===== src/rtl/snake_pkg.sv =====
// rtl/snake_pkg.sv - shared widths, direction/state types and helpers for the snake mover
package snake_pkg;

    localparam int COORD_W = 11;
    localparam int LEN_W   = 6;

    typedef enum logic [1:0] {
        UP    = 2'd0,
        RIGHT = 2'd1,
        DOWN  = 2'd2,
        LEFT  = 2'd3
    } dir_t;

    localparam logic [1:0] ST_IDLE = 2'd0;
    localparam logic [1:0] ST_RUN  = 2'd1;
    localparam logic [1:0] ST_HALT = 2'd2;

    typedef enum logic [1:0] {
        IDLE = ST_IDLE,
        RUN  = ST_RUN,
        HALT = ST_HALT
    } state_t;

    // The encoding places opposite directions two apart, so flipping bit 1 reverses.
    function automatic dir_t opposite(input dir_t d);
        return dir_t'(d ^ 2'd2);
    endfunction

endpackage


===== src/rtl/snake_head_step.sv =====
// rtl/snake_head_step.sv - combinational one-grid-step head advance with edge detection
//
// Ports:
//   x, y            current head coordinate (unsigned, COORD_W bits)
//   dir             direction to step in
//   next_x, next_y  stepped head coordinate
//   at_edge         the step would leave the play field
//
// Build option SNAKE_WRAP_EN: when defined the head wraps to the opposite
// edge; otherwise a step off the field returns the current coordinate.
module snake_head_step
    import snake_pkg::*;
#(
    parameter int STEP  = 20,
    parameter int X_MAX = 640,
    parameter int Y_MAX = 480
) (
    input  logic [COORD_W-1:0] x,
    input  logic [COORD_W-1:0] y,
    input  dir_t               dir,
    output logic [COORD_W-1:0] next_x,
    output logic [COORD_W-1:0] next_y,
    output logic               at_edge
);

    localparam logic [COORD_W-1:0] STEP_C = COORD_W'(STEP);
    localparam logic [COORD_W:0]   STEP_W = (COORD_W + 1)'(STEP);
    localparam logic [COORD_W:0]   X_LIM  = (COORD_W + 1)'(X_MAX);
    localparam logic [COORD_W:0]   Y_LIM  = (COORD_W + 1)'(Y_MAX);

    logic hit_up, hit_down, hit_left, hit_right;
    logic [COORD_W-1:0] edge_up, edge_down, edge_left, edge_right;

    // One extra bit on the additive checks so a step near 2^11 cannot alias.
    assign hit_up    = (y < STEP_C);
    assign hit_left  = (x < STEP_C);
    assign hit_down  = (({1'b0, y} + STEP_W) >= Y_LIM);
    assign hit_right = (({1'b0, x} + STEP_W) >= X_LIM);

`ifdef SNAKE_WRAP_EN
    assign edge_up    = COORD_W'(Y_MAX - STEP);
    assign edge_down  = '0;
    assign edge_left  = COORD_W'(X_MAX - STEP);
    assign edge_right = '0;
`else
    assign edge_up    = y;
    assign edge_down  = y;
    assign edge_left  = x;
    assign edge_right = x;
`endif

    always_comb begin
        next_x  = x;
        next_y  = y;
        at_edge = 1'b0;
        case (dir)
            UP: begin
                if (hit_up) begin
                    at_edge = 1'b1;
                    next_y  = edge_up;
                end else begin
                    next_y = y - STEP_C;
                end
            end
            RIGHT: begin
                if (hit_right) begin
                    at_edge = 1'b1;
                    next_x  = edge_right;
                end else begin
                    next_x = x + STEP_C;
                end
            end
            DOWN: begin
                if (hit_down) begin
                    at_edge = 1'b1;
                    next_y  = edge_down;
                end else begin
                    next_y = y + STEP_C;
                end
            end
            default: begin
                if (hit_left) begin
                    at_edge = 1'b1;
                    next_x  = edge_left;
                end else begin
                    next_x = x - STEP_C;
                end
            end
        endcase
    end

endmodule


===== src/rtl/snake_mover.sv =====
// rtl/snake_mover.sv - snake body owner: direction filter, grow latch, per-tick shift
//
// Ports:
//   clk, reset      clock; asynchronous active-low reset
//   start           pulse, IDLE -> RUN
//   freeze          level, RUN -> HALT (left only by reset)
//   move_tick       pulse, advances the body one grid step while running
//   dir_in          requested direction (0 up, 1 right, 2 down, 3 left)
//   grow            pulse, lengthens the snake on the next move
//   snakepos_x/y    packed segment coordinates, segment 0 (head) in [10:0]
//   length          active segment count
//   moved           one-cycle pulse when new positions appear
//   edge_hit        one-cycle pulse with moved when a step was blocked at
//                   the field edge (present only without SNAKE_WRAP_EN)
//
// Build option SNAKE_WRAP_EN: head wraps at the field edges and edge_hit
// is removed.
module snake_mover
    import snake_pkg::*;
#(
    parameter int MAX_LEN   = 23,
    parameter int STEP      = 20,
    parameter int X_MAX     = 640,
    parameter int Y_MAX     = 480,
    parameter int START_X   = 320,
    parameter int START_Y   = 240,
    parameter int START_LEN = 3
) (
    input  logic                       clk,
    input  logic                       reset,
    input  logic                       start,
    input  logic                       freeze,
    input  logic                       move_tick,
    input  logic [1:0]                 dir_in,
    input  logic                       grow,
    output logic [COORD_W*MAX_LEN-1:0] snakepos_x,
    output logic [COORD_W*MAX_LEN-1:0] snakepos_y,
    output logic [LEN_W-1:0]           length,
    output logic                       moved
`ifndef SNAKE_WRAP_EN
    ,
    output logic                       edge_hit
`endif
);

`ifdef SNAKE_WRAP_EN
    localparam logic EDGE_BLOCKS = 1'b0;
`else
    localparam logic EDGE_BLOCKS = 1'b1;
`endif

    state_t             state;
    dir_t               dir_q;
    dir_t               dir_req;
    dir_t               dir_eff;
    logic               grow_pend;
    logic               grow_eff;
    logic [LEN_W-1:0]   len_q;
    logic [COORD_W-1:0] seg_x [MAX_LEN];
    logic [COORD_W-1:0] seg_y [MAX_LEN];
    logic [COORD_W-1:0] head_x;
    logic [COORD_W-1:0] head_y;
    logic               at_edge;
    logic               blocked;
    logic               do_move;

    // A reversal request is dropped; any other request takes effect in the
    // same cycle, so a tick sees a direction presented alongside it.
    assign dir_req  = dir_t'(dir_in);
    assign dir_eff  = (dir_req == opposite(dir_q)) ? dir_q : dir_req;
    assign grow_eff = grow_pend | grow;
    assign do_move  = (state == RUN) && move_tick && !freeze;
    assign blocked  = at_edge & EDGE_BLOCKS;

    snake_head_step #(
        .STEP  (STEP),
        .X_MAX (X_MAX),
        .Y_MAX (Y_MAX)
    ) u_head_step (
        .x       (seg_x[0]),
        .y       (seg_y[0]),
        .dir     (dir_eff),
        .next_x  (head_x),
        .next_y  (head_y),
        .at_edge (at_edge)
    );

    always_ff @(posedge clk or negedge reset) begin
        if (!reset) begin
            for (int i = 0; i < MAX_LEN; i++) begin
                seg_x[i] <= COORD_W'(START_X - i * STEP);
                seg_y[i] <= COORD_W'(START_Y);
            end
            len_q     <= LEN_W'(START_LEN);
            dir_q     <= RIGHT;
            grow_pend <= 1'b0;
            state     <= IDLE;
            moved     <= 1'b0;
        end else begin
            dir_q <= dir_eff;
            moved <= do_move;

            case (state)
                IDLE:    if (start)  state <= RUN;
                RUN:     if (freeze) state <= HALT;
                default: state <= HALT;
            endcase

            // A blocked step leaves the body (and any pending growth) intact.
            if (do_move && !blocked) begin
                for (int i = MAX_LEN - 1; i > 0; i--) begin
                    seg_x[i] <= seg_x[i-1];
                    seg_y[i] <= seg_y[i-1];
                end
                seg_x[0]  <= head_x;
                seg_y[0]  <= head_y;
                grow_pend <= 1'b0;
                // The full shift already carries the old tail one slot back,
                // so growing is just exposing one more slot.
                if (grow_eff && (len_q < LEN_W'(MAX_LEN))) begin
                    len_q <= len_q + 1'b1;
                end
            end else if (grow) begin
                grow_pend <= 1'b1;
            end
        end
    end

`ifndef SNAKE_WRAP_EN
    always_ff @(posedge clk or negedge reset) begin
        if (!reset) begin
            edge_hit <= 1'b0;
        end else begin
            edge_hit <= do_move & blocked;
        end
    end
`endif

    for (genvar g = 0; g < MAX_LEN; g++) begin : g_pack
        assign snakepos_x[COORD_W*g +: COORD_W] = seg_x[g];
        assign snakepos_y[COORD_W*g +: COORD_W] = seg_y[g];
    end

    assign length = len_q;

endmodule


===== config.mk =====
export PLATFORM = sky130hd
export DESIGN_NAME = snake_mover
export DESIGN_NICKNAME = d
export VERILOG_FILES = /design/src/rtl/snake_pkg.sv /design/src/rtl/snake_head_step.sv /design/src/rtl/snake_mover.sv
export SDC_FILE = /design/constraint.sdc
export NUM_CORES = 1
export LEC_CHECK = 0
export ABC_AREA = 0
export BUFFER_PORTS_ARGS = -buffer_cell sky130_fd_sc_hd__buf_2
export CAP_MARGIN = 20
export CORE_ASPECT_RATIO = 0.75
export CORE_MARGIN = 10
export CORE_UTILIZATION = 45
export DETAILED_ROUTE_END_ITERATION = 12
export GPL_ROUTABILITY_DRIVEN = 1
export PLACE_DENSITY = 0.68
export SYNTH_ARGS = -nofsm -noshare
export SYNTH_HDL_FRONTEND = slang
export SYNTH_SLANG_ARGS = --single-unit

===== constraint.sdc =====
create_clock -name clk -period 3.2 [get_ports clk]
set_clock_uncertainty 0.1 [all_clocks]
set_input_delay 0.64 -clock clk [delete_from_list [all_inputs] [get_ports clk]]
set_output_delay 0.64 -clock clk [all_outputs]
set_load 0.05 [all_outputs]

==> results of run 1 <==
through the flow:
stage          cell area [um^2]  hold WS, ps  TNS (ps)  utilization
5_1_grt                   23030        34.94    -270.8       0.5488
4_1_cts                   22840        6.640         0       0.5443
2_1_floorplan             19390        244.4         0            -
3_5_place_dp              21410        285.8         0       0.5103
3_3_place_gp              21410        284.5         0       0.5103
6_report                  23030        19.64         0       0.5488
metal layers:
metal  global-route usage  up-vias  part of all wire
met4              0.03935        2             0.017
li1                     -     4786                 -
met1               0.2270     5585              0.41
met2               0.2940      328              0.49
met3              0.06550       68             0.082
met5                    0        -           0.00025
flip-flops by register name (all words and copies together) (netlist names):
signal,flops
dir_q,2
edge_hit,1
grow_pend,1
length,6
moved,1
snakepos_x,207
snakepos_y,207
state,2
where the power goes:
group / total, W / internal (W) / switching (W)
combinational: 0.00144 / 0.000370 / 0.00107
sequential: 0.00569 / 0.00555 / 0.000139
clock: 0.00506 / 0.00293 / 0.00213
total: 0.0122 / 0.00885 / 0.00333
worst min-delay path by stage:
stage / startpoint / to / depth (start not counted)
floorplan: reset / dir_q[1]$_DFF_PN0_ / 0
global placement: length[5]$_DFFE_PN0P_ / length[5]$_DFFE_PN0P_ / 0
finish: reset / snakepos_x[178]$_DFFE_PN0P_ / 1
detailed placement: length[5]$_DFFE_PN0P_ / length[5]$_DFFE_PN0P_ / 0
CTS: reset / snakepos_x[170]$_DFFE_PN0P_ / 1
global route: reset / snakepos_x[170]$_DFFE_PN0P_ / 1
logic make-up after synthesis:
family | count (synthesis) | synth area share
xor+xnor | 21 | 0.009654
flops | 427 | 0.5729
fa+ha+maj | 5 | 0.003284
other cells | 1 | 0.0001968
simple gates | 75 | 0.02049
mux | 401 | 0.2959
buf+inv | 159 | 0.08105
compound gates | 46 | 0.01649
worst max-delay path, delay by kind of cell (launching register included):
kind                       cells  cell delay (ps)
muxes                          1              320
adders and majority gates      1              220
and+or+nand+nor                3             1070
AOI/OAI and AO/OA              2              270
buffers and inverters          3              570
DFF                            1              380
final cells by class:
| cell class | instances | area [um^2] | area share |
|---|---|---|---|
| clock inverter | 18 | 160.2 | 0.006954 |
| tap | 569 | 711.9 | 0.03091 |
| clock buffer | 62 | 1267 | 0.05503 |
| timing repair buffer | 494 | 2990 | 0.1298 |
| multi-input combinational | 640 | 6945 | 0.3016 |
| inverter | 11 | 41.29 | 0.001793 |
| sequential | 427 | 10910 | 0.4739 |
cell usage after synthesis, types with 2 or more instances:
library cell	number	area, um^2
dfstp_2	183	4808
a22o_1	3	26.28
mux2_2	69	777.0
nor3_1	5	25.02
inv_1	11	41.29
nor4_1	8	50.05
o311ai_1	2	17.52
xor2_1	11	96.34
mux2_1	29	326.6
nor3b_1	2	15.01
buf_6	5	56.30
nor2b_1	4	25.02
nand2_1	12	45.04
buf_4	98	735.7
or3_1	3	18.77
clkbuf_1	7	26.28
mux2i_1	3	30.03
mux2_4	300	4504
o211ai_1	3	22.52
nand4_1	5	31.28
ha_1	5	62.56
a21oi_1	8	40.04
nand3_1	5	25.02
buf_2	4	20.02
buf_12	33	660.6
dfrtp_1	244	6106
xnor2_1	10	87.58
o21a_1	3	22.52
a21o_1	2	15.01
or2_2	2	12.51
a31oi_1	2	12.51
nor2_1	23	86.33
o21ai_0	11	55.05
repair_timing:
item                       4_1_cts  5_1_grt
setup endpoints to repair        0      143
gates resized for setup          0        8
setup buffers                    0        3
==> results.sh, run 1 <==
export IMPL_status="finished, final reports clean"
export IMPL_hold_buffers=0
export IMPL_reg2reg_setup_slack_ps=110
export IMPL_drive_above_1_share=0.6804
export IMPL_hold_viol_final=0
export IMPL_syn_to_final_growth_pct=20.89
export IMPL_crit_chain="ha_1 > or4b_1 > or3_4 > o311ai_1 > a22oi_2 > nor3_4 > buf_12 > buf_12 > buf_4 > mux2_4"
export IMPL_cts_buffers=43
export IMPL_finish_net_count=1630
export IMPL_place_inst=2134
export IMPL_cp_max_fo=12
export IMPL_vias=10769
export IMPL_tightest_slew_ps=685.4
export IMPL_htree_levels=2
export IMPL_drt_iter0_drc=514
export IMPL_synth_edff_count=0
export IMPL_first_global_vias=11430
export IMPL_grt_max_degree=84
export IMPL_start_kind="flip-flop"
export IMPL_layout_common_cells="428 x buf_2, 300 x mux2_4, 244 x dfrtp_1"
export IMPL_die_w_um=257.6
export IMPL_setup_violations=0
export IMPL_power_density_nw_per_um2=529.1
export IMPL_rr_endpoint="snakepos_x[149]$_DFFE_PN0P_"
export IMPL_drv_cap=0
export IMPL_timing_rr_start="snakepos_x[2]$_DFFE_PN0P_"
export IMPL_dp_hpwl_um=36370
export IMPL_worstSetupEndpointType="flip-flop"
export IMPL_drt_pass1_iter_count=4
export IMPL_grt_overflow_total=0
export IMPL_routabilityCongestion=0.8480
export IMPL_cp_arrival_ps=3410
export IMPL_clk_path_buf_depth=3
export IMPL_synth_area_um2=19050
export IMPL_ys_async_sr_fraction=1.000
export IMPL_synthFlopType="dfrtp_1"
export IMPL_maxSlewViolCount=0
export IMPL_synth_warnings=0
export IMPL_critPathSlowestCell="or4b_1"
export IMPL_max_stage_delay_ps=510
export IMPL_die_y_um=198.2
export IMPL_io_buffers=429
export IMPL_layout_commonest_cell="buf_2"
export IMPL_gr_usage_all_layers=0.1805
export IMPL_crit_type="flip-flop to flip-flop"
export IMPL_fin_crit_sh=0.9644
export IMPL_root_buffer="clkbuf_16"
export IMPL_avgViaCountPerCell=4.849
export IMPL_clkSlewWorstSetupHoldPaths_ps=60
export IMPL_wire_per_inst_um=21.91
export IMPL_worstRegToRegCells=10
export IMPL_rows=65
export IMPL_die_area_um2=51050
export IMPL_ir_drop_v=0.0004310
export IMPL_antenna_cells=0
export IMPL_cp_endpoint="snakepos_x[149]$_DFFE_PN0P_"
export IMPL_place_ws_ps=107.9
export IMPL_yosysUniqueCellTypes=53
export IMPL_core_area_um2=41970
export IMPL_clock_sinks=427
export IMPL_hp_class="primary input to async pin"
export IMPL_p_leak_nw=11.89
export IMPL_final_cells=2221
export IMPL_fmax_ghz=0.3241
export IMPL_cp_startpoint="snakepos_x[2]$_DFFE_PN0P_"
export IMPL_drc=0
export IMPL_wirelength_um=48650
export IMPL_grt_pass1_wl_um=73040
export IMPL_n_fill_cell=3451
export IMPL_finalPower_w=0.01219
export IMPL_initial_core_util=0.4540
export IMPL_clk_insertion_delay_late_ps=540
export IMPL_finalCriticalPeriod_ps=3086
export IMPL_cts_tree="built"
export IMPL_antenna_found_initial=1
export IMPL_ant_nets=0
export IMPL_synth_area_per_cell_um2=16.78
export IMPL_rsz0062_at_grt="true"
export IMPL_syn_inst=1135
export IMPL_setup_slack_ps=114.1
export IMPL_maxSlewHeadroom=0.5430
export IMPL_io_pins=522
export IMPL_ys_ff_latch=427
export IMPL_seq_area_frac_synth=0.5729
export IMPL_cp_required_ps=3520
export IMPL_crit_top_cell="buf_12"
No activity file was read; power rests on OpenSTA's default activity.
==> run 2, diff against run 1 <==
--- a/config.mk
+++ b/config.mk
@@ -6,14 +6,14 @@
 export NUM_CORES = 1
 export LEC_CHECK = 0
 export ABC_AREA = 0
-export BUFFER_PORTS_ARGS = -buffer_cell sky130_fd_sc_hd__buf_2
 export CAP_MARGIN = 20
 export CORE_ASPECT_RATIO = 0.75
 export CORE_MARGIN = 10
 export CORE_UTILIZATION = 45
 export DETAILED_ROUTE_END_ITERATION = 12
+export DONT_BUFFER_PORTS = 1
 export GPL_ROUTABILITY_DRIVEN = 1
-export PLACE_DENSITY = 0.68
+export PLACE_DENSITY = 0.58
 export SYNTH_ARGS = -nofsm -noshare
 export SYNTH_HDL_FRONTEND = slang
 export SYNTH_SLANG_ARGS = --single-unit
==> constraint.sdc (replaced) <==
create_clock -name clk -period 3.87 [get_ports clk]
set_clock_uncertainty 0.1 [all_clocks]
set_input_delay 0.774 -clock clk [delete_from_list [all_inputs] [get_ports clk]]
set_output_delay 0.774 -clock clk [all_outputs]
set_load 0.05 [all_outputs]
==> run 2 against run 1 <==
Against the previous run: the run now ends with negative hold slack, max-slew violations left; critical path depth is 2 lower; die area stayed put; wire length is 8.1% lower; register-to-register slack better by 290 ps; largest cell class unchanged.
==> results.sh, run 2 (synthesis results as in run 1) <==
export IMPL_syn_to_final_growth_pct=7.205
export IMPL_fmax_ghz=0.2881
export IMPL_cts_repair_resized=0
export IMPL_die_w_um=257.6
export IMPL_rsz0062_at_grt="false"
export IMPL_die_y_um=198.2
export IMPL_tns_ps=0
export IMPL_finalCriticalPeriod_ps=3471
export IMPL_cts_buffers=43
export IMPL_die_area_um2=51050
export IMPL_fin_crit_sh=0.8968
export IMPL_first_global_vias=8986
export IMPL_drc=0
export IMPL_clkSlewWorstSetupHoldPaths_ps=60
export IMPL_maxSlewHeadroom=-0.3261
export IMPL_start_kind="flip-flop"
export IMPL_wire_per_inst_um=25.42
export IMPL_drt_iter0_drc=547
export IMPL_n_fill_cell=3570
export IMPL_finish_net_count=1168
export IMPL_cts_setup_buffers=0
export IMPL_antenna_cells=0
export IMPL_p_leak_nw=9.290
export IMPL_maxSlewViolCount=178
export IMPL_root_buffer="clkbuf_16"
export IMPL_status="finished, violations left"
export IMPL_ir_drop_v=0.0004096
export IMPL_timing_hold_ws_ps=-157.9
export IMPL_hold_viol_final=38
export IMPL_layout_commonest_cell="mux2_4"
export IMPL_io_pins=522
export IMPL_rows=65
export IMPL_grt_max_degree=428
export IMPL_clock_sinks=427
export IMPL_hp_class="primary input to async pin"
export IMPL_tightest_slew_ps=1989
export IMPL_crit_type="flip-flop to flip-flop"
export IMPL_layout_common_cells="300 x mux2_4, 244 x dfrtp_1, 183 x dfstp_2"
export IMPL_ant_nets=0
export IMPL_initial_core_util=0.4540
export IMPL_cp_arrival_ps=3790
export IMPL_setup_slack_ps=399.4
export IMPL_cts_tree="built"
export IMPL_clk_path_buf_depth=3
export IMPL_wirelength_um=44690
export IMPL_clk_insertion_delay_late_ps=540
export IMPL_vias=8850
export IMPL_routabilityCongestion=0.8563
export IMPL_worstSetupEndpointType="flip-flop"
export IMPL_htree_levels=2
export IMPL_core_area_um2=41970
export IMPL_avgViaCountPerCell=5.034
export IMPL_cp_max_fo=36
export IMPL_grt_overflow_total=0
export IMPL_violations="negative hold slack, max-slew violations"
export IMPL_io_buffers=0
export IMPL_grt_pass1_wl_um=65370
export IMPL_antenna_found_initial=0
export IMPL_dp_hpwl_um=32460
export IMPL_place_ws_ps=399.1
export IMPL_power_density_nw_per_um2=487.1
export IMPL_cp_required_ps=4190
export IMPL_drv_cap=0
export IMPL_drive_above_1_share=0.5517
export IMPL_drt_pass1_iter_count=4
export IMPL_setup_violations=0
export IMPL_gr_usage_all_layers=0.1654
-- run 2: cell count changes in the layout (fill, tap and decap cells not counted), moves of 2 or more --
cell,change
buf_12,-6
buf_16,-3
buf_2,-428
buf_4,-16
buf_6,-4
clkbuf_1,+4
clkbuf_16,-2
clkbuf_8,-3
clkinv_2,-3
inv_6,-2
-- run 2: worst paths after layout --
kind / from / to / slack (ps) / cells after the start
setup reg to reg: snakepos_y[4]$_DFFE_PN1P_ / snakepos_y[24]$_DFFE_PN0P_ / 400 / 8
min in group clk: dir_in[0] / dir_q[0]$_DFF_PN1_ / 130 / 0
hold / removal: reset / snakepos_x[156]$_DFFE_PN0P_ / -160 / 0
setup / recovery: snakepos_y[4]$_DFFE_PN1P_ / snakepos_y[24]$_DFFE_PN0P_ / 400 / 8
hold reg to reg: state[1]$_DFFE_PN0P_ / state[1]$_DFFE_PN0P_ / 380 / 1
max in group asynchronous: reset / snakepos_x[180]$_DFFE_PN0P_ / 2250 / 0
-- run 2: stage by stage --
| step | instances | cell area, um^2 | total power, W | util |
|---|---|---|---|---|
| after detailed placement | 1679 | 18970 | 0.005777 | 0.4521 |
| after global routing | 1758 | 20420 | 0.01035 | 0.4867 |
| after CTS | 1758 | 20420 | 0.01007 | 0.4867 |
| after floorplan | 1226 | 19390 | 0.005673 | - |
| after global placement | 1679 | 18970 | 0.005765 | 0.4521 |
| final | 1758 | 20420 | 0.009949 | 0.4867 |
-- run 2: area by class of cell --
class / instances / area [um^2] / area share
clock inverters: 14 / 158.9 / 0.007780
clock buffers: 65 / 1291 / 0.06322
well taps: 569 / 711.9 / 0.03486
repair buffers: 32 / 365.4 / 0.01789
multi-input cells: 640 / 6940 / 0.3398
inverters: 11 / 41.29 / 0.002022
flip-flops and latches: 427 / 10910 / 0.5344
-- run 2: critical path, cell delays in order, from the launching register on --
cell and delay (ps):
dfstp_2 760, a21oi_1 180, o41a_1 400, o21ai_0 220, nand3_1 280, nor3_4 380
buf_12 200, buf_4 410, mux2_2 390
-- run 2: where the power goes --
part,switching [W],leakage [nW],internal [W]
Clock,0.00173,0.715,0.00251
Sequential,0.000303,5.27,0.00459
Combinational,0.000580,3.31,0.000232
-- run 2: metal layers --
layer | up-vias | track usage | wire [um]
li1 | 3849 | - | -
met1 | 4642 | 0.1929 | 17020
met2 | 316 | 0.2637 | 21440
met3 | 43 | 0.09336 | 5665
met4 | 0 | 0.03217 | 557
met5 | - | 0 | 0
